[src/rtl/alu_op_sequencer.sv]
// ============================================================================
// Module      : alu_op_sequencer
// Description : Initiator side of the datapath ALU. Decodes one RV32I ALU or
//               branch instruction, drives the combinational ALU, samples its
//               result after ALU_WAIT cycles and returns result/taken/illegal.
// Revision    : 1.0 - initial release
// ============================================================================
`default_nettype none

module alu_op_sequencer #(
    parameter int ALU_WAIT = 1
) (
    input  logic        clk,
    input  logic        rst_n,
    // instruction request
    input  logic        in_valid,
    output logic        in_ready,
    input  logic [6:0]  in_opcode,
    input  logic [2:0]  in_funct3,
    input  logic [6:0]  in_funct7,
    input  logic [31:0] in_rs1,
    input  logic [31:0] in_rs2,
    input  logic [31:0] in_imm,
    // combinational ALU
    output logic [31:0] alu_a,
    output logic [31:0] alu_b,
    output logic [3:0]  alu_op,
    input  logic [31:0] alu_result,
    input  logic        alu_zero,
    // response
    output logic        out_valid,
    input  logic        out_ready,
    output logic [31:0] out_result,
    output logic        out_taken,
    output logic        out_is_branch,
    output logic        out_illegal
);

    localparam logic [6:0] C_OPC_R   = 7'b0110011;
    localparam logic [6:0] C_OPC_I   = 7'b0010011;
    localparam logic [6:0] C_OPC_B   = 7'b1100011;
    localparam logic [6:0] C_F7_BASE = 7'b0000000;
    localparam logic [6:0] C_F7_ALT  = 7'b0100000;

    localparam logic [3:0] C_OP_ADD  = 4'd0;
    localparam logic [3:0] C_OP_SUB  = 4'd1;
    localparam logic [3:0] C_OP_AND  = 4'd2;
    localparam logic [3:0] C_OP_OR   = 4'd3;
    localparam logic [3:0] C_OP_XOR  = 4'd4;
    localparam logic [3:0] C_OP_SLL  = 4'd5;
    localparam logic [3:0] C_OP_SRL  = 4'd6;
    localparam logic [3:0] C_OP_SRA  = 4'd7;
    localparam logic [3:0] C_OP_SLT  = 4'd8;
    localparam logic [3:0] C_OP_SLTU = 4'd9;

    // Branch condition select: bit1 picks result[0] over zero, bit0 inverts.
    localparam logic [1:0] C_BR_ZERO  = 2'b00;
    localparam logic [1:0] C_BR_NZERO = 2'b01;
    localparam logic [1:0] C_BR_LT    = 2'b10;
    localparam logic [1:0] C_BR_GE    = 2'b11;

    localparam logic [1:0] C_CNT_INIT = 2'(ALU_WAIT - 1);

    typedef enum logic [1:0] {
        ST_IDLE = 2'd0,
        ST_EXEC = 2'd1,
        ST_DONE = 2'd2
    } state_t;

    state_t      r_state_q;
    state_t      w_state_d;
    logic [1:0]  r_cnt_q;
    logic [31:0] r_alu_a_q;
    logic [31:0] r_alu_b_q;
    logic [3:0]  r_alu_op_q;
    logic [1:0]  r_br_sel_q;
    logic [31:0] r_result_q;
    logic        r_taken_q;
    logic        r_is_branch_q;
    logic        r_illegal_q;

    logic        w_legal;
    logic        w_is_br;
    logic [3:0]  w_op;
    logic [31:0] w_b;
    logic [1:0]  w_br_sel;
    logic        w_accept;
    logic        w_sample;
    logic        w_release;
    logic        w_cond;

    // funct3 to ALU op for R-type and I-type; alt selects SUB/SRA.
    function automatic logic [3:0] f3_to_op(input logic [2:0] f3, input logic alt);
        logic [3:0] op;
        case (f3)
            3'b000:  op = alt ? C_OP_SUB : C_OP_ADD;
            3'b001:  op = C_OP_SLL;
            3'b010:  op = C_OP_SLT;
            3'b011:  op = C_OP_SLTU;
            3'b100:  op = C_OP_XOR;
            3'b101:  op = alt ? C_OP_SRA : C_OP_SRL;
            3'b110:  op = C_OP_OR;
            default: op = C_OP_AND;
        endcase
        return op;
    endfunction

    // ------------------------------------------------------------------
    // Instruction decode
    // ------------------------------------------------------------------
    always_comb begin
        w_legal  = 1'b0;
        w_is_br  = 1'b0;
        w_op     = C_OP_ADD;
        w_b      = in_rs2;
        w_br_sel = C_BR_ZERO;
        case (in_opcode)
            C_OPC_R: begin
                if (in_funct7 == C_F7_BASE) begin
                    w_legal = 1'b1;
                    w_op    = f3_to_op(in_funct3, 1'b0);
                end else if ((in_funct7 == C_F7_ALT) &&
                             ((in_funct3 == 3'b000) || (in_funct3 == 3'b101))) begin
                    w_legal = 1'b1;
                    w_op    = f3_to_op(in_funct3, 1'b1);
                end
            end
            C_OPC_I: begin
                w_b = in_imm;
                case (in_funct3)
                    3'b001: begin
                        w_legal = (in_funct7 == C_F7_BASE);
                        w_op    = C_OP_SLL;
                    end
                    3'b101: begin
                        w_legal = (in_funct7 == C_F7_BASE) || (in_funct7 == C_F7_ALT);
                        w_op    = (in_funct7 == C_F7_ALT) ? C_OP_SRA : C_OP_SRL;
                    end
                    default: begin
                        // funct7 is part of the immediate for non-shift ops
                        w_legal = 1'b1;
                        w_op    = f3_to_op(in_funct3, 1'b0);
                    end
                endcase
            end
            C_OPC_B: begin
                w_is_br = 1'b1;
                case (in_funct3)
                    3'b000: begin w_legal = 1'b1; w_op = C_OP_SUB;  w_br_sel = C_BR_ZERO;  end
                    3'b001: begin w_legal = 1'b1; w_op = C_OP_SUB;  w_br_sel = C_BR_NZERO; end
                    3'b100: begin w_legal = 1'b1; w_op = C_OP_SLT;  w_br_sel = C_BR_LT;    end
                    3'b101: begin w_legal = 1'b1; w_op = C_OP_SLT;  w_br_sel = C_BR_GE;    end
                    3'b110: begin w_legal = 1'b1; w_op = C_OP_SLTU; w_br_sel = C_BR_LT;    end
                    3'b111: begin w_legal = 1'b1; w_op = C_OP_SLTU; w_br_sel = C_BR_GE;    end
                    default: w_legal = 1'b0;
                endcase
            end
            default: w_legal = 1'b0;
        endcase
    end

    // ------------------------------------------------------------------
    // Control FSM
    // ------------------------------------------------------------------
    always_ff @(posedge clk) begin
        if (!rst_n) begin
            r_state_q <= ST_IDLE;
        end else begin
            r_state_q <= w_state_d;
        end
    end

    always_comb begin
        w_state_d = r_state_q;
        w_accept  = 1'b0;
        w_sample  = 1'b0;
        w_release = 1'b0;
        case (r_state_q)
            ST_IDLE: begin
                if (in_valid) begin
                    w_accept  = 1'b1;
                    w_state_d = w_legal ? ST_EXEC : ST_DONE;
                end
            end
            ST_EXEC: begin
                if (r_cnt_q == 2'd0) begin
                    w_sample  = 1'b1;
                    w_state_d = ST_DONE;
                end
            end
            ST_DONE: begin
                if (out_ready) begin
                    w_release = 1'b1;
                    w_state_d = ST_IDLE;
                end
            end
            default: w_state_d = ST_IDLE;
        endcase
    end

    assign w_cond = (r_br_sel_q[1] ? alu_result[0] : alu_zero) ^ r_br_sel_q[0];

    // ------------------------------------------------------------------
    // Operand, counter and response registers
    // ------------------------------------------------------------------
    always_ff @(posedge clk) begin
        if (!rst_n) begin
            r_cnt_q       <= 2'd0;
            r_alu_a_q     <= 32'd0;
            r_alu_b_q     <= 32'd0;
            r_alu_op_q    <= 4'd0;
            r_br_sel_q    <= C_BR_ZERO;
            r_result_q    <= 32'd0;
            r_taken_q     <= 1'b0;
            r_is_branch_q <= 1'b0;
            r_illegal_q   <= 1'b0;
        end else begin
            if (w_accept) begin
                r_cnt_q       <= C_CNT_INIT;
                r_br_sel_q    <= w_br_sel;
                r_result_q    <= 32'd0;
                r_taken_q     <= 1'b0;
                r_is_branch_q <= w_legal & w_is_br;
                r_illegal_q   <= ~w_legal;
                // Illegal encodings never reach the ALU; its inputs stay at 0.
                if (w_legal) begin
                    r_alu_a_q  <= in_rs1;
                    r_alu_b_q  <= w_b;
                    r_alu_op_q <= w_op;
                end
            end else if (r_state_q == ST_EXEC) begin
                if (w_sample) begin
                    r_result_q <= alu_result;
                    r_taken_q  <= r_is_branch_q & w_cond;
                end else begin
                    r_cnt_q <= r_cnt_q - 2'd1;
                end
            end
            if (w_release) begin
                r_alu_a_q  <= 32'd0;
                r_alu_b_q  <= 32'd0;
                r_alu_op_q <= 4'd0;
            end
        end
    end

    assign in_ready      = (r_state_q == ST_IDLE);
    assign out_valid     = (r_state_q == ST_DONE);
    assign alu_a         = r_alu_a_q;
    assign alu_b         = r_alu_b_q;
    assign alu_op        = r_alu_op_q;
    assign out_result    = r_result_q;
    assign out_taken     = r_taken_q;
    assign out_is_branch = r_is_branch_q;
    assign out_illegal   = r_illegal_q;

endmodule

`default_nettype wire

[config.mk]
export PLATFORM = sky130hd
export DESIGN_NAME = alu_op_sequencer
export DESIGN_NICKNAME = d
export VERILOG_FILES = /design/src/rtl/alu_op_sequencer.sv
export SDC_FILE = /design/constraint.sdc
export NUM_CORES = 1
export LEC_CHECK = 0
export CORE_ASPECT_RATIO = 0.6
export CORE_MARGIN = 5
export CORE_UTILIZATION = 39
export CTS_BUF_LIST = sky130_fd_sc_hd__clkbuf_8
export DETAILED_ROUTE_END_ITERATION = 7
export PLACE_DENSITY = 0.81
export SLEW_MARGIN = 20
export SYNTH_ARGS = -nofsm -noshare
export SYNTH_HDL_FRONTEND = slang
export SYNTH_SLANG_ARGS = --single-unit
[constraint.sdc]
create_clock -name clk -period 3.4 [get_ports clk]
set_input_delay 1.02 -clock clk [delete_from_list [all_inputs] [get_ports clk]]
set_output_delay 1.02 -clock clk [all_outputs]
set_load 0.02 [all_outputs]
==> run metrics, run 1 <==
Port Buffer Count=254; post-cts gate resize count=0; sinks on the clock net=about 110; GRT Resource Usage Total=~20%; placer congestion estimate=between 0.8 and 0.9; total wire length after detailed routing=14.2 mm; status=finished clean; Longest Clk Path Bufs=2; portion of the clock cycle consumed by the worst path in the final layout=94.2%; post-route cell area=7300 sq um; post-synth net total=just under 700; clock tree root buffer cell=sky130_fd_sc_hd__clkbuf_8; slew at the pin closest to its max-slew limit=between 0.5 and 0.6 ns; via count=4,487; sequential cell area=2180 sq um; Power Density=317 nW/um^2; H-tree depth=3; Core Area=11,100 sq um; biggest area consumer among synthesized cells=sky130_fd_sc_hd__dfxtp_1; global-route wire length before repair=22.1 mm; top cell types by occurrence after synthesis=144 x sky130_fd_sc_hd__nand2_1, 109 x sky130_fd_sc_hd__dfxtp_1, 66 x sky130_fd_sc_hd__a21oi_1; relative max-transition margin=63.8%; Hold Path Class=flop to flop; endpoint arrival time on the critical path=3.47 ns; top_reg_cell synth=sky130_fd_sc_hd__dfxtp_1; proportion of layout cells with a drive suffix above 1=4.68%; hold path startpoint=alu_a[6]; row cnt=30; share of synthesized area occupied by flip-flops and latches=49.8%; Via-to-Cell Ratio=slightly below 5; max-slew violation count=0; endpoints failing hold=0; top-level port count=255; number of buffers created by CTS=9; die area=13,500 sq um; endpoint type of the worst setup path=flop; detail-routed net length per standard cell=around 16 um; clock skew=0.0106 ns; number of nets at the end of the flow=916; initial antenna violation count=0; Tot Pwr=2.32 mW; library cell with the highest instance count after synthesis=sky130_fd_sc_hd__nand2_1; biggest area contributors in the synthesized netlist=sky130_fd_sc_hd__dfxtp_1 50%, sky130_fd_sc_hd__nand2_1 12%, sky130_fd_sc_hd__a21oi_1 7.5%, sky130_fd_sc_hd__mux2i_1 7.5%, sky130_fd_sc_hd__a211oi_1 6.0%; fillers=924; hpwl dp=11.2 mm; CTS tree=built; # DRC=0; largest net degree at the start of global routing=49; clock period minus worst slack=3.20 ns; mapped cell area=4380 sq um; top-area cell type share of the netlist area=49.8%; number of standard cells after synthesis=roughly 520; leakage power total=around 2.3 nW; RSZ-0062 raised after global routing=false; worst vdd rail ir drop=0.000212 V; count of flip-flops with a built-in enable after synthesis=0; Setup Viol. Count Final=0; syn_area_per_cell=8.35 sq um; antenna cell count=0; worst flop-to-flop path startpoint=r_state_q[1]; worst setup path startpoint=in_opcode[2]; yosys warns=0; width of the die=147 um; CTS Hold Bufs=0; Worst Setup Path Type=primary input to flop; CP Max Fanout=48; nature of the critical path startpoint=primary input; post-synth cell types=40; starting utilization of the core area=39.3%; highest clock frequency the design can meet=312 MHz; Setup Fix Bufs, Post-CTS=0; area added between synthesis and finish=66.7%; via count of the first global-routing pass=4,401; MaxCap Viol Count=0; post-synthesis sequential element count=approximately 110; clock latency on the worst-skew pair=between 0.3 and 0.4 ns; clock transition at the register clock pins on the worst setup and hold paths after CTS=0.10 ns; grt total ovfl=0; number of violations reported at the end of detailed-routing iteration 0=between 150 and 200; antenna-violating nets left=0; y dimension of the die=92.1 um; placed instance area=around 7000 sq um; 1st-pass router iterations=5; Multi-input gate area=between 2000 and 2500 sq um; fraction of registers with async set/reset=0%; data required time at the worst endpoint=roughly 3.7 ns
==> sequential cells by signal, indices dropped and copies added, names as in the netlist <==
signal and cells:
alu_op 4, out_is_branch 1, out_result 32, out_taken 1
r_br_sel_q 2, r_cnt_q 2, alu_b 32, out_illegal 1
alu_a 32, r_state_q 2
==> logic make-up (layout without fill, tap and decap cells) <==
logic type / Yosys count / count (layout) / share of synthesized area (%)
flops: 109 / 109 / 49.8
buf+inv: 40 / 286 / 3.74
mux: 33 / 33 / 7.55
simple gates: 215 / 215 / 20.4
fa+ha+maj: 1 / 1 / 0.286
compound gates: 123 / 123 / 17.6
xor+xnor: 3 / 3 / 0.600
==> metal layers <==
layer	vias up	global-route usage [%]	routed length, um
met5	-	0	0
met4	0	4.93	110
met3	6	7.65	1170
met2	149	34.9	7040
met1	2065	23.4	5890
li1	2267	-	-
==> cell type report <==
| cell class | instances | area share, % |
|---|---|---|
| clock buffer | 11 | 2.07 |
| sequential | 109 | 29.9 |
| tap | 144 | 2.47 |
| timing repair buffer | 267 | 36.9 |
| clock inverter | 5 | 0.480 |
| multi-input combinational | 375 | 28.0 |
| inverter | 3 | 0.154 |
==> placed cells by master, fill, tap and decap left out, drive strengths merged, types with 4 or more instances in the layout <==
| cell type | Yosys | layout |
|---|---|---|
| a211oi | 35 | 35 |
| a21oi | 67 | 67 |
| and2 | 4 | 4 |
| buf | 11 | 13 |
| clkbuf | 26 | 11 |
| clkdlybuf4s50 | 0 | 254 |
| dfxtp | 109 | 109 |
| inv | 3 | 5 |
| mux2i | 33 | 33 |
| nand2 | 144 | 144 |
| nor2 | 42 | 42 |
| nor2b | 4 | 4 |
| nor3 | 4 | 4 |
| nor4 | 4 | 4 |
| o21ai | 4 | 4 |
==> worst max-delay path: stages <==
cell and delay, ns:
sky130_fd_sc_hd__clkdlybuf4s50_1 0.41, sky130_fd_sc_hd__nand4bb_1 0.38, sky130_fd_sc_hd__nor4_1 0.59, sky130_fd_sc_hd__a31oi_1 0.20, sky130_fd_sc_hd__a21oi_4 0.29, sky130_fd_sc_hd__buf_12 0.24
sky130_fd_sc_hd__nor2_1 0.07, sky130_fd_sc_hd__a211oi_1 0.25
==> per-stage QoR <==
| stage | hold slack, ns | instances | util, % | TNS, ns | worst slack, ns |
|---|---|---|---|---|---|
| finish | 0.456 | 914 | 65.5 | 0 | 0.197 |
| global route | 0.483 | 914 | 65.5 | 0 | 0.0735 |
| CTS | 0.458 | 914 | 65.5 | 0 | 0.199 |
| detailed placement | 0.444 | 898 | 63.8 | -6.02 | -0.201 |
| global placement | 0.436 | 897 | 63.7 | 0 | 0.0599 |
| floorplan | 0.454 | 524 | - | 0 | 0.591 |
==> report_power, final <==
part           leakage [nW]  internal, mW  switching, mW  total [mW]
registers             0.878          1.28        0.00357        1.28
clock network         0.101         0.309          0.436       0.745
logic                  1.35         0.187          0.100       0.287
total                  2.33          1.78          0.540        2.32
==> worst paths after layout <==
path / endpoint / slack (ns) / cells past startpoint
worst max register to register: alu_b[1] / 1.61 / 6
worst min-delay path: alu_a[6] / 0.46 / 2
worst max-delay path: alu_b[1] / 0.20 / 8
worst min register to register: alu_a[6] / 0.46 / 2
(Power assumes the default switching activity.)
==> run 2, diff against run 1 <==
- CAP_MARGIN: unset -> 20
- CELL_PAD_IN_SITES_DETAIL_PLACEMENT: unset -> 1
- CELL_PAD_IN_SITES_GLOBAL_PLACEMENT: unset -> 1
- CORE_UTILIZATION: 39 -> 27
- SLEW_MARGIN: 20 -> unset
==> run 2 against run 1 <==
  * Highest routed layer unchanged
  * Global-route usage fell by 2.6 points
  * Die area grew 40%
  * Non-clock buffer count is 3 higher
  * Register-to-register slack lost 0.17 ns
==> run metrics, run 2 (synthesized netlist as in run 1, its figures left out) <==
Setup Total Neg Slack=0 ns; worst setup path startpoint=in_funct7[1]; GRT Resource Usage Total=17.5%; RSZ-0062 raised after global routing=false; Worst Setup Path Type=primary input to flop; max-slew violation count=0; least setup slack across all paths after layout=0.178 ns; row cnt=36; initial antenna violation count=0; placed instance area=between 7000 and 8000 sq um; antenna cell count=0; status=finished clean; top-level port count=255; Setup Fix Bufs, Post-CTS=0; number of nets at the end of the flow=~920; sequence of cells on the critical path=clkdlybuf4s50_1, or4_4, nor4_1, a31oi_1, a21oi_4, buf_12, nor2_1, a211oi_1; placed cell count=966; sequential cell area=2180 sq um; via count=4,617; proportion of layout cells with a drive suffix above 1=5.17%; sinks on the clock net=109; # DRC=0; Longest Clk Path Bufs=2; portion of the clock cycle consumed by the worst path in the final layout=94.8%; clock transition at the register clock pins on the worst setup and hold paths after CTS=roughly 0.10 ns; MaxCap Viol Count=0; most frequent cells in the layout=254 x sky130_fd_sc_hd__clkdlybuf4s50_1, 143 x sky130_fd_sc_hd__nand2_1, 109 x sky130_fd_sc_hd__dfxtp_1; grt total ovfl=0; number of violations reported at the end of detailed-routing iteration 0=119; share of total power in sequential cells=52.8%; Pint=1.85 mW; relative max-transition margin=about three fifths; final hold slack=0.462 ns; worst flop-to-flop path startpoint=r_state_q[1]; number of buffers created by CTS=9; nature of the critical path startpoint=primary input; starting utilization of the core area=27.2%; switching share of total power=24.1%; 1st-pass router iterations=4; H-tree depth=3; CTS tree=built; Tot Pwr=2.43 mW; worst vdd rail ir drop=0.000185 V; die area=18,900 sq um; endpoints failing hold=0; fillers=around 1,900; total wire length after detailed routing=16.8 mm; post-route cell area=roughly 7400 sq um; Switching Power=0.587 mW; Hold Path Class=flop to flop; slew at the pin closest to its max-slew limit=0.613 ns; fraction of power consumed by the clock network=35.0%; Port Buffer Count=254; leakage power total=between 2 and 2.5 nW; y dimension of the die=between 100 and 150 um; data required time at the worst endpoint=around 3.7 ns; area added between synthesis and finish=69.4%; placer congestion estimate=0.888; critical path's slowest cell=sky130_fd_sc_hd__or4_4; detail-routed net length per standard cell=17.1 um; Multi-input gate area=2050 sq um; clock latency on the worst-skew pair=0.37 ns; slowest cell delay on critical path=0.56 ns; width of the die=174 um; Power Density=~330 nW/um^2; clock skew=0.0143 ns; CP Max Fanout=83; hpwl dp=13.3 mm; worst setup slack after placement=-0.214 ns; endpoint type of the worst setup path=flop; clock period minus worst slack=3.22 ns; Via-to-Cell Ratio=between 4 and 5; highest clock frequency the design can meet=just over 300 MHz; global-route wire length before repair=26.7 mm; final core area utilization=46.1%; hold path startpoint=alu_a[30]; final std cells w/o fill=around 1,000; fraction of power consumed by combinational cells=12.2%; CTS Hold Bufs=0; largest net degree at the start of global routing=84; clock tree root buffer cell=sky130_fd_sc_hd__clkbuf_8; most common cell after layout, fill and taps aside=sky130_fd_sc_hd__clkdlybuf4s50_1; via count of the first global-routing pass=around 5,000; endpoint arrival time on the critical path=around 3.5 ns; Setup Viol. Count Final=0; antenna-violating nets left=0; post-cts gate resize count=0; Core Area=roughly 16,000 sq um
[run 2: layer usage]
metal	vias to the layer above	wire length (um)	global-route usage (%)	share of wire, %
met2	147	7790	29.8	46
met4	0	210	4.01	1.2
met1	2177	7270	20.6	43
met5	-	0	0	0
met3	17	1560	7.73	9.3
li1	2276	-	-	-
[run 2: power groups by stage]
stage               clock [mW]  sequential, mW  combinational (mW)
global route             0.942            1.29               0.317
global placement             0            1.31               0.289
finish                   0.852            1.29               0.296
CTS                      0.890            1.29               0.298
floorplan                    0            1.32              0.0705
detailed placement           0            1.31               0.296
[run 2: area by class of cell]
| class | instances | share of cell area, % |
|---|---|---|
| clock inverters | 6 | 1.05 |
| clock buffers | 10 | 1.86 |
| flip-flops and latches | 109 | 29.4 |
| multi-input cells | 375 | 27.6 |
| inverters | 3 | 0.152 |
| well taps | 209 | 3.53 |
| repair buffers | 270 | 36.4 |
[run 2: worst paths after layout]
check        slack [ns]   endpoint  depth (start not counted)
max                0.18  alu_b[29]                          8
min                0.46  alu_a[30]                          2
max reg2reg        1.44  alu_b[29]                          6
min reg2reg        0.46  alu_a[30]                          2
[run 2: worst max-delay path: cells and delay by family]
kind            cells  cell delay (ns)
compound gates      3             0.75
buf+inv             2             0.70
simple gates        3             0.95
==> run 3, diff against run 2 <==
- SETUP_SLACK_MARGIN: unset -> 0.1
==> run 3 against run 2 <==
  * Setup slack improved by 0.027 ns
  * Maximum frequency rose by 0.83%
  * Die area stayed put
  * Combinational power about the same
  * Final area up 0.67%
  * Critical path depth rose by 1
  * Power rose by 0.15%
  * Count of clock-buffer cells in the layout unchanged
  * Highest routed layer unchanged
  * Largest cell class unchanged
  * Final cell count rose by 0.51%
  * Via count grew 1.1%
==> run metrics, run 3 (synthesized netlist as in run 1, its figures left out) <==
initial antenna violation count=0; CTS tree=built; max-slew violation count=0; total wire length after detailed routing=17.5 mm; CP Max Fanout=41; MaxCap Viol Count=0; fraction of power consumed by combinational cells=12.2%; endpoint arrival time on the critical path=roughly 3.5 ns; worst setup slack after placement=-0.214 ns; Most Crowded Layer GR=met2; Pint=about 1.8 mW; switching share of total power=between 20% and 30%; global-route wire length before repair=26.7 mm; endpoint type of the worst setup path=flop; grt total ovfl=0; largest net degree at the start of global routing=84; antenna cell count=0; end of the worst register-to-register path=alu_a[18]; share of total power in sequential cells=52.7%; antenna-violating nets left=0; GRT Resource Usage Total=17.5%; slew at the pin closest to its max-slew limit=0.607 ns; CTS Hold Bufs=0; via count=4,666; width of the die=174 um; fraction of met3 tracks used by global routing=under 10%; die area=18,900 sq um; number of nets at the end of the flow=924; nature of the critical path startpoint=primary input; Longest Clk Path Bufs=2; Hold EP=alu_a[25]; top-level port count=255; clock period minus worst slack=between 3 and 4 ns; most common cell after layout, fill and taps aside=sky130_fd_sc_hd__clkdlybuf4s50_1; most frequent cells in the layout=254 x sky130_fd_sc_hd__clkdlybuf4s50_1, 143 x sky130_fd_sc_hd__nand2_1, 109 x sky130_fd_sc_hd__dfxtp_1; hold path startpoint=alu_a[25]; clock skew=0.0154 ns; leakage power total=2.37 nW; Power Density=326 nW/um^2; endpoints failing hold=0; worst flop-to-flop path startpoint=r_state_q[1]; number of buffers created by CTS=9; detail-routed net length per standard cell=17.7 um; data required time at the worst endpoint=3.70 ns; clock latency on the worst-skew pair=about 0.37 ns; global routing usage on met1=20.6%; Cells on Worst Hold Path=2; via count of the first global-routing pass=5,125; routing usage on met2=29.8%; row cnt=36; status=finished clean; sinks on the clock net=109; area added between synthesis and finish=70.5%; Tot Pwr=between 2 and 2.5 mW; Port Buffer Count=about 250; starting utilization of the core area=between 20% and 30%; placed instance area=~7000 sq um; H-tree depth=3; final hold slack=0.462 ns; Hold Path Class=flop to flop; Core Area=16,100 sq um; Worst Setup Path Type=primary input to flop; highest clock frequency the design can meet=about 310 MHz; post-route cell area=7470 sq um; relative max-transition margin=59.3%; worst vdd rail ir drop=roughly 0.00019 V; least setup slack across all paths after layout=between 0.2 and 0.25 ns; Via-to-Cell Ratio=roughly 4.7; register-to-register setup slack=1.44 ns; portion of the clock cycle consumed by the worst path in the final layout=a little over nine tenths; proportion of layout cells with a drive suffix above 1=5.78%; fraction of power consumed by the clock network=a little over a third; clock tree root buffer cell=sky130_fd_sc_hd__clkbuf_8; clock transition at the register clock pins on the worst setup and hold paths after CTS=0.11 ns; placer congestion estimate=0.888; Switching Power=approximately 0.59 mW; depth of the worst register-to-register path=7; 1st-pass router iterations=4; RSZ-0062 raised after global routing=false; hpwl dp=13.3 mm; # DRC=0; Setup Viol. Count Final=0; y dimension of the die=approximately 110 um; number of violations reported at the end of detailed-routing iteration 0=118
[run 3: how the worst max path moves through the flow]
stage	startpoint	end	cells past startpoint
final	in_funct7[1]	alu_a[18]	9
after global routing	in_funct7[1]	alu_a[1]	9
after CTS	in_funct7[1]	alu_b[29]	8
after detailed placement	in_funct7[1]	alu_b[29]	8
after global placement	in_opcode[2]	alu_b[25]	9
after floorplan	in_funct7[1]	alu_b[10]	6
[run 3: timing repair]
action	4_1_cts	5_1_grt
endpoints found under the setup margin	0	8
buffers inserted	0	3
resized for setup	0	1
[run 3: area by class of cell]
class	instances	area, sq um
flip-flops and latches	109	2180
multi-input cells	375	2050
clock inverters	6	77.6
fillers	1880	8610
well taps	209	262
clock buffers	10	138
repair buffers	275	2750
inverters	3	11.3
[run 3: power groups by stage]
stage                     Clock (mW)  Sequential (mW)  Combinational (mW)
after floorplan                    0             1.32              0.0705
after global placement             0             1.31               0.289
after detailed placement           0             1.31               0.296
after CTS                      0.890             1.29               0.298
after global routing           0.942             1.29               0.318
final                          0.855             1.29               0.297
[run 3: through the flow]
stage | util (%) | std cells | setup TNS, ns
after global placement | 44.8 | 966 | 0
after floorplan | - | 524 | 0
final | 46.4 | 987 | 0
after detailed placement | 44.8 | 966 | -5.57
after global routing | 46.4 | 987 | 0
after CTS | 46.1 | 982 | 0
[run 3: worst max-delay path: stages]
cell	delay [ns]
sky130_fd_sc_hd__clkdlybuf4s50_1	0.40
sky130_fd_sc_hd__or4_4	0.56
sky130_fd_sc_hd__nor4_1	0.32
sky130_fd_sc_hd__a31oi_1	0.23
sky130_fd_sc_hd__a21oi_4	0.19
sky130_fd_sc_hd__buf_4	0.17
sky130_fd_sc_hd__buf_6	0.32
sky130_fd_sc_hd__nand2_1	0.10
sky130_fd_sc_hd__a21oi_1	0.16
[run 3: routing by layer]
layer  routed length (um)  vias up
met2                 8060      147
met3                 1550       17
met1                 7670     2215
met4                  205        0
li1                     -     2287
met5                    0        -
